--- src/rtl/inst_loader.sv ---
// Boot-time instruction loader: parses a MAGIC/length-framed UART byte stream into
// 32-bit words for the I-cache write port. INST_LOADER_CHKSUM_EN adds a trailing XOR check byte.
module inst_loader #(
    parameter int         ADDR_W = 10,
    parameter int         DEPTH  = 1 << ADDR_W,
    parameter logic [7:0] MAGIC  = 8'hA5
) (
    input  logic              clk,
    input  logic              rst,
    input  logic [7:0]        rx_data,
    input  logic              rx_vld,
    output logic              wren,
    output logic [ADDR_W-1:0] wraddr,
    output logic [31:0]       wrdata,
    output logic              core_rst,
    output logic              load_done,
    output logic              load_err,
    output logic [ADDR_W:0]   words_loaded
);

    typedef enum logic [2:0] {
        S_IDLE,
        S_LEN_LO,
        S_LEN_HI,
        S_DATA,
`ifdef INST_LOADER_CHKSUM_EN
        S_CHK,
`endif
        S_DONE,
        S_ERR
    } state_t;

    state_t              state_q, state_d;
    logic [15:0]         len_q, len_d;
    logic [1:0]          cnt_q, cnt_d;
    logic [31:0]         word_q, word_d;
    logic [ADDR_W:0]     wl_q, wl_d;
    logic                wren_q, wren_d;
    logic [ADDR_W-1:0]   wraddr_q, wraddr_d;
    logic [31:0]         wrdata_q, wrdata_d;
    logic                done_q, done_d;
    logic                err_q, err_d;
    logic                core_rst_q, core_rst_d;
    logic [15:0]         len_full;
    logic [31:0]         word_shift;
    logic                last_word;
`ifdef INST_LOADER_CHKSUM_EN
    logic [7:0]          xor_q, xor_d;
    state_t              after_data;
    assign after_data = S_CHK;
`else
    state_t              after_data;
    assign after_data = S_DONE;
`endif

    assign len_full   = {rx_data, len_q[7:0]};
    // Bytes enter at the top and shift down, so the first byte of a word lands in [7:0].
    assign word_shift = {rx_data, word_q[31:8]};
    assign last_word  = (32'(wl_q) + 32'd1) == 32'(len_q);

    always_comb begin
        state_d  = state_q;
        len_d    = len_q;
        cnt_d    = cnt_q;
        word_d   = word_q;
        wl_d     = wl_q;
        wren_d   = 1'b0;
        wraddr_d = wraddr_q;
        wrdata_d = wrdata_q;
`ifdef INST_LOADER_CHKSUM_EN
        xor_d    = xor_q;
`endif
        case (state_q)
            S_IDLE: begin
                if (rx_vld && rx_data == MAGIC) state_d = S_LEN_LO;
            end
            S_LEN_LO: begin
                if (rx_vld) begin
                    len_d[7:0] = rx_data;
                    state_d    = S_LEN_HI;
                end
            end
            S_LEN_HI: begin
                if (rx_vld) begin
                    len_d = len_full;
                    cnt_d = 2'd0;
`ifdef INST_LOADER_CHKSUM_EN
                    xor_d = 8'h00;
`endif
                    if (32'(len_full) > DEPTH) state_d = S_ERR;
                    else if (len_full == 16'd0) state_d = after_data;
                    else state_d = S_DATA;
                end
            end
            S_DATA: begin
                if (rx_vld) begin
                    word_d = word_shift;
                    cnt_d  = cnt_q + 2'd1;
`ifdef INST_LOADER_CHKSUM_EN
                    xor_d  = xor_q ^ rx_data;
`endif
                    if (cnt_q == 2'd3) begin
                        wren_d   = 1'b1;
                        wraddr_d = wl_q[ADDR_W-1:0];
                        wrdata_d = word_shift;
                        wl_d     = wl_q + 1'b1;
                        if (last_word) state_d = after_data;
                    end
                end
            end
`ifdef INST_LOADER_CHKSUM_EN
            S_CHK: begin
                if (rx_vld) state_d = (rx_data == xor_q) ? S_DONE : S_ERR;
            end
`endif
            S_DONE:  state_d = S_DONE;
            S_ERR:   state_d = S_ERR;
            default: state_d = S_IDLE;
        endcase

        // Holding done back during the final write keeps core_rst high past the last wren.
        done_d     = done_q | ((state_d == S_DONE) && !wren_d);
        err_d      = err_q | (state_d == S_ERR);
        core_rst_d = !done_d;
    end

    always_ff @(posedge clk) begin
        if (rst) begin
            state_q    <= S_IDLE;
            len_q      <= '0;
            cnt_q      <= '0;
            word_q     <= '0;
            wl_q       <= '0;
            wren_q     <= 1'b0;
            wraddr_q   <= '0;
            wrdata_q   <= '0;
            done_q     <= 1'b0;
            err_q      <= 1'b0;
            core_rst_q <= 1'b1;
`ifdef INST_LOADER_CHKSUM_EN
            xor_q      <= '0;
`endif
        end else begin
            state_q    <= state_d;
            len_q      <= len_d;
            cnt_q      <= cnt_d;
            word_q     <= word_d;
            wl_q       <= wl_d;
            wren_q     <= wren_d;
            wraddr_q   <= wraddr_d;
            wrdata_q   <= wrdata_d;
            done_q     <= done_d;
            err_q      <= err_d;
            core_rst_q <= core_rst_d;
`ifdef INST_LOADER_CHKSUM_EN
            xor_q      <= xor_d;
`endif
        end
    end

    assign wren         = wren_q;
    assign wraddr       = wraddr_q;
    assign wrdata       = wrdata_q;
    assign words_loaded = wl_q;
    assign load_done    = done_q;
    assign load_err     = err_q;
    assign core_rst     = core_rst_q;

endmodule

--- config.mk ---
export PLATFORM = sky130hd
export DESIGN_NAME = inst_loader
export DESIGN_NICKNAME = d
export VERILOG_FILES = /design/src/rtl/inst_loader.sv
export SDC_FILE = /design/constraint.sdc
export NUM_CORES = 1
export LEC_CHECK = 0
export CAP_MARGIN = 20
export CORE_MARGIN = 2
export CORE_UTILIZATION = 40
export CTS_CLUSTER_SIZE = 16
export DETAILED_ROUTE_END_ITERATION = 10
export DONT_BUFFER_PORTS = 1
export GPL_TIMING_DRIVEN = 0
export SLEW_MARGIN = 10
export SYNTH_ARGS = -nofsm -noshare
export SYNTH_HDL_FRONTEND = slang
export SYNTH_SLANG_ARGS = --single-unit
--- constraint.sdc ---
create_clock -name clk -period 3.4 [get_ports clk]
set_clock_uncertainty 0.15 [all_clocks]
set_input_delay 0.34 -clock clk [delete_from_list [all_inputs] [get_ports clk]]
set_output_delay 0.34 -clock clk [all_outputs]
set_load 0.02 [all_outputs]
== Yosys cells after proc, flatten, opt, wreduce, memory -nomap -nowiden ==
Cells that the tools add are included.
Operators by class
  bitwise logic cells: 3
  $mul: 0
  shift operators: 0
  mux-type cells: 17
  reductions and logical operators: 12
  $add $sub $neg: 3
  order comparisons: 1
  divide/modulo/power cells: 0
  equality and inequality tests: 12
Operator list (count)
  $mux 3: 8
  $pmux 3 s6: 1
  $eq 12x16->1: 1
  $gt 16x11->1 const B: 1
  $logic_not 16->1: 1
  $pmux 8 s2: 1
  $add 11x1->12 const B: 1
  $eq 3x3->1 const B: 4
  $add 11x1->11 const B: 1
  $reduce_and 3->1: 3
  $eq 8x8->1 const B: 1
  $mux 8: 1
  $eq 3x2->1 const B: 2
  $mux 2: 2
  $ne 2x2->1 const B: 2
  $pmux 2 s2: 1
  $reduce_and 2->1: 2
  $eq 3x1->1 const B: 1
  $logic_not 3->1: 1
  $mux 1: 3
  $add 2x1->2 const B: 1
  $eq 2x2->1 const B: 1
  $logic_and 1x1->1: 2
  $logic_not 1->1: 2
  other kinds (3): 4
Word-level totals
  memory bits (writable): 0
  register bits: 110
  memories kept: 0
  latch bits: 0
  bits in read-only memories: 0

== Longest topological paths before layout ==
  depth after elaboration: 10
  gate-level depth with buffers: 9

== Worst setup path after synthesis ==
No wires, ideal clock.
  path type: reg-to-reg
  start point: register wl_q[0], in the netlist words_loaded[0]
  end point: register state_q[1]
  required time: 3.135 ns
  library setup time: 0.115 ns
  path buffers: 1
  data arrival time: 2.203 ns
  clock period less this slack: 2.468 ns
  cell stages (with the launch flop): 10
  setup slack: 0.932 ns
  cell sequence: dfxtp_1 ha_1 nand2_1 or3_1 buf_6 nor4_2 a211o_1 nor4b_4 a31oi_1 o21a_1
On the way
  cells in the longest elaborated chain, start to end: 6
Ends and longest elaborated chain
  start: declaration: RTL line 37  | logic [ADDR_W:0] wl_q, wl_d;
  start signal: assignment: RTL line 148  | wl_q <= wl_d;
  $add 11x1->12: RTL line 59  | assign last_word = (32'(wl_q) + 32'd1) == 32'(len_q);
  $eq 12x16->1: RTL line 59
  $mux 3: RTL line 107  | if (last_word) state_d = after_data;
  $mux 3: RTL line 102  | if (cnt_q == 2'd3) begin
  $mux 3: RTL line 96  | if (rx_vld) begin
  $pmux 3 s6: RTL line 73  | case (state_q)
  end signal: assignment: RTL line 144  | state_q <= state_d;
  end: declaration: RTL line 33  | state_t state_q, state_d;
No other way between the ends.
A chain may end at the register's enable or synchronous reset.

== Worst setup path in the final report ==
  start point: register wl_q[0], in the netlist words_loaded[0]
  end point: register err_q, in the netlist load_err
On the way
  cells in the longest elaborated chain, start to end: 8
Ends and longest elaborated chain
  $add 11x1->12: RTL line 59
  $eq 12x16->1: RTL line 59
  $mux 3: RTL line 107
  $mux 3: RTL line 102
  $mux 3: RTL line 96
  $pmux 3 s6: RTL line 73
  $eq 3x3->1: RTL line 123  | err_d = err_q | (state_d == S_ERR);
  $or 1x1->1: RTL line 123
  end signal: assignment: RTL line 153  | err_q <= err_d;
  end: declaration: RTL line 42  | logic err_q, err_d;
No other way between the ends.

==> impl_results.md <==
- Detailed Place HPWL: 7280 um
- Ys flop type: dfxtp_1
- Tot Pwr: 2.09 mW
- Min Hold Slack: 0.0784 ns
- CP Capture Point: load_err$_SDFF_PP0_
- Syn Inst Count: 532
- Global-route wire length before repair: 16900 um
- Switching share of power: 22.1%
- Post-synthesis cell area: 4190 sq um
- Launch point of the worst path: words_loaded[0]$_SDFFE_PP0P_
- Hold Crit Class: in2reg
- First-pass DRT Iterations: 4
- Fmax: 351 MHz
- Worst-path fanout max: 6
- Part of the power in registers: 57.2%
- Slew headroom: 57.3%
- CP Data Arrival Time: 2.96 ns
- R2R setup slack: 0.55 ns
- Most frequent cells in the layout: nand2_1, dfxtp_1, a21oi_1, clkbuf_1, nor2_1
- Commonest non-fill, non-tap cell in the layout: nand2_1
- Post CTS Setup Buffer Count: 0
- Hold path start: rx_vld
- R2r endpoint: load_err$_SDFF_PP0_
- Endpoint class of the critical path: register
- Overall Global Routing Usage: 19.1%
- Pre-CTS setup slack: 0.581 ns
- Fin crit share: 83.8%
- Core Footprint: 10200 sq um
- Num CTS Buffers: 9
- H-tree depth: 3
- Critical path, cell by cell: ha_1 > nand2_1 > or3_1 > buf_6 > nor4_2 > a211o_1 > nor4b_4 > a41o_1 > o22ai_1
- Net switching power: 0.460 mW
- Vias in the first global route: 3349
- Fin cells: 693
- Area delta synth->final: 11.3%
- Clock Tree Root: clkbuf_8
- Initial antenna violation count: 1
- Final Hold Fails: 0
- Setup TNS Final: 0 ns
- WL per Instance: 14.9 um
- Largest stage delay on the critical path: 0.60 ns
- Int Pwr: 1.63 mW
- CTS Hold Bufs: 8
- Leak: 1.52 nW
- Worst vdd ir: 190 uV
- FFs w/ async S/R, synth: 0%
- Starting Density: 41.0%
- Syn_area_per_cell: 7.88 sq um
- Slowest cell on crit path: dfxtp_1
- Worst-case clock buffer depth: 2
- Max Cap Viol: 0
- Seq/Total Area, Yosys: 48.7%
- Die Span Y: 106 um
- CTS tree: built
- Post-synth EDFFs: 0
- Share of cells above drive strength 1: 5.94%
- Tmin final: 2.85 ns
- Ys Warns: 0
- WP data required: 3.51 ns
- Post-synthesis register bit count: 102
- Final instance area: 4660 sq um
- RSZ-0062 raised after global routing: no
- Number of cells on the worst reg-to-reg path: 9
- Avg Vias per Cell: 5.12
- Final Setup Violations: 0
- Worst Setup Start Kind: register
- Comb power frac: 2.3%
- Post-route ant nets: 0
- Library cells used by synthesis: 48
- Largest net degree at the start of global routing: 18
- CTS resizes: 0
- Total gr overflow: 0
- Vias: 3550
- Die area: 11300 sq um
- Critical path type: reg2reg
- Ports: 68
- Placer Congestion: 0.886
- Worst R2R Start: words_loaded[0]$_SDFFE_PP0P_
- Fin. max-slew vios: 0
- Row Count: 37
- Actual slew at the worst max-slew pin: 0.637 ns
- Clock share of power: 40.5%
- Die Width: 106 um
- Cells after DPL: 668
- Final core area utilization: 45.6%
- Count of buffers from port buffering: 0
- Drt total wl: 10300 um
- First-iteration detailed-routing DRC count: 179
- Pwr Density: 447 nW/um^2
- Clock latency on the worst-skew pair: 0.38 ns
- Mapped Nets: 545
- DR DRC count: 0
- NumNets Final: 564
- CTS sink cnt: 102
- Area after DPL: 4360 sq um
- Fill cell count: 1043
- Status: completed
- Final worst slack: 0.549 ns
- CTS clk-pin slew, worst paths: 0.10 ns
## Yosys cell counts, drive strengths merged (2+ instances only)
| master | n | share of area (%) |
|---|---|---|
| xnor2 | 13 | 2.7 |
| or3 | 6 | 0.90 |
| dfxtp | 102 | 49 |
| xor2 | 8 | 1.7 |
| inv | 7 | 0.63 |
| nand3b | 4 | 0.72 |
| o21a | 2 | 0.36 |
| nor2b | 4 | 0.60 |
| nand4 | 4 | 0.60 |
| ha | 2 | 0.60 |
| nand3 | 7 | 0.84 |
| o22ai | 2 | 0.30 |
| nor4 | 6 | 1.0 |
| clkbuf | 22 | 2.0 |
| mux2i | 3 | 0.72 |
| nor2 | 16 | 1.4 |
| buf | 15 | 1.9 |
| o21ai | 4 | 0.48 |
| a211oi | 2 | 0.48 |
| nand2 | 180 | 16 |
| nand2b | 3 | 0.45 |
| and2 | 3 | 0.45 |
| a211o | 3 | 0.63 |
| a21oi | 91 | 11 |
| nor3 | 6 | 0.84 |
| and3 | 2 | 0.30 |
## how the worst min path moves through the flow
stage,endpoint,depth (start not counted)
after global placement,wrdata[0]$_SDFFE_PP0P_,2
after floorplan,wrdata[3]$_SDFFE_PP0P_,2
after CTS,state_q[0]$_SDFF_PP0_,2
after detailed placement,word_q[11]$_SDFFE_PP0P_,2
final,state_q[0]$_SDFF_PP0_,2
after global routing,state_q[0]$_SDFF_PP0_,2
## critical path, delay by kind of cell (launching register included)
family	cells	cell delay (ns)
DFF	1	0.60
and+or+nand+nor	4	1.03
adders and majority gates	1	0.35
AOI/OAI and AO/OA	3	0.46
buffers and inverters	1	0.14
## layer usage
metal | track usage (%) | wire, um
met3 | 5.95 | 753
met2 | 30.6 | 4690
met1 | 24.1 | 4740
met4 | 6.86 | 162
met5 | 0 | 0
## layout make-up
cell class | count | area [sq um] | area share [%]
plain buffers | 37 | 164 | 3.51
clock inverters | 6 | 93.8 | 2.01
clock buffers | 10 | 128 | 2.74
inverters | 7 | 26.3 | 0.563
multi-input cells | 386 | 1960 | 42.0
flip-flops and latches | 102 | 2040 | 43.8
diodes | 1 | 2.50 | 0.0536
repair buffers | 8 | 80.1 | 1.72
well taps | 136 | 170 | 3.65
## power by group through the flow
stage	clock, mW	combinational (mW)	sequential (mW)
detailed placement	0	0.0329	1.22
finish	0.846	0.0479	1.19
global route	0.910	0.0521	1.19
global placement	0	0.0325	1.22
floorplan	0	0.0224	1.22
CTS	0.868	0.0482	1.19
## kinds of logic (layout without fill, tap and decap cells)
kind of cell / Yosys count / after routing / share of synthesized area [%]
AO/OA/AOI/OAI: 114 / 114 / 15.2
XOR/XNOR: 21 / 21 / 4.39
adder cells (fa/ha/maj): 2 / 2 / 0.597
buffers and inverters: 44 / 68 / 4.54
flip-flops: 102 / 102 / 48.7
multiplexers: 4 / 4 / 0.985
other: 0 / 1 / 0
AND/OR/NAND/NOR: 245 / 245 / 25.6
## state kept, by name, summed over array words and instances (netlist names)
register      count
cnt_q             2
load_done         1
wraddr           10
load_err          1
len_q            16
wrdata           32
word_q           24
state_q           3
core_rst          1
words_loaded     11
wren              1
Power figures use the tool's default switching activity.
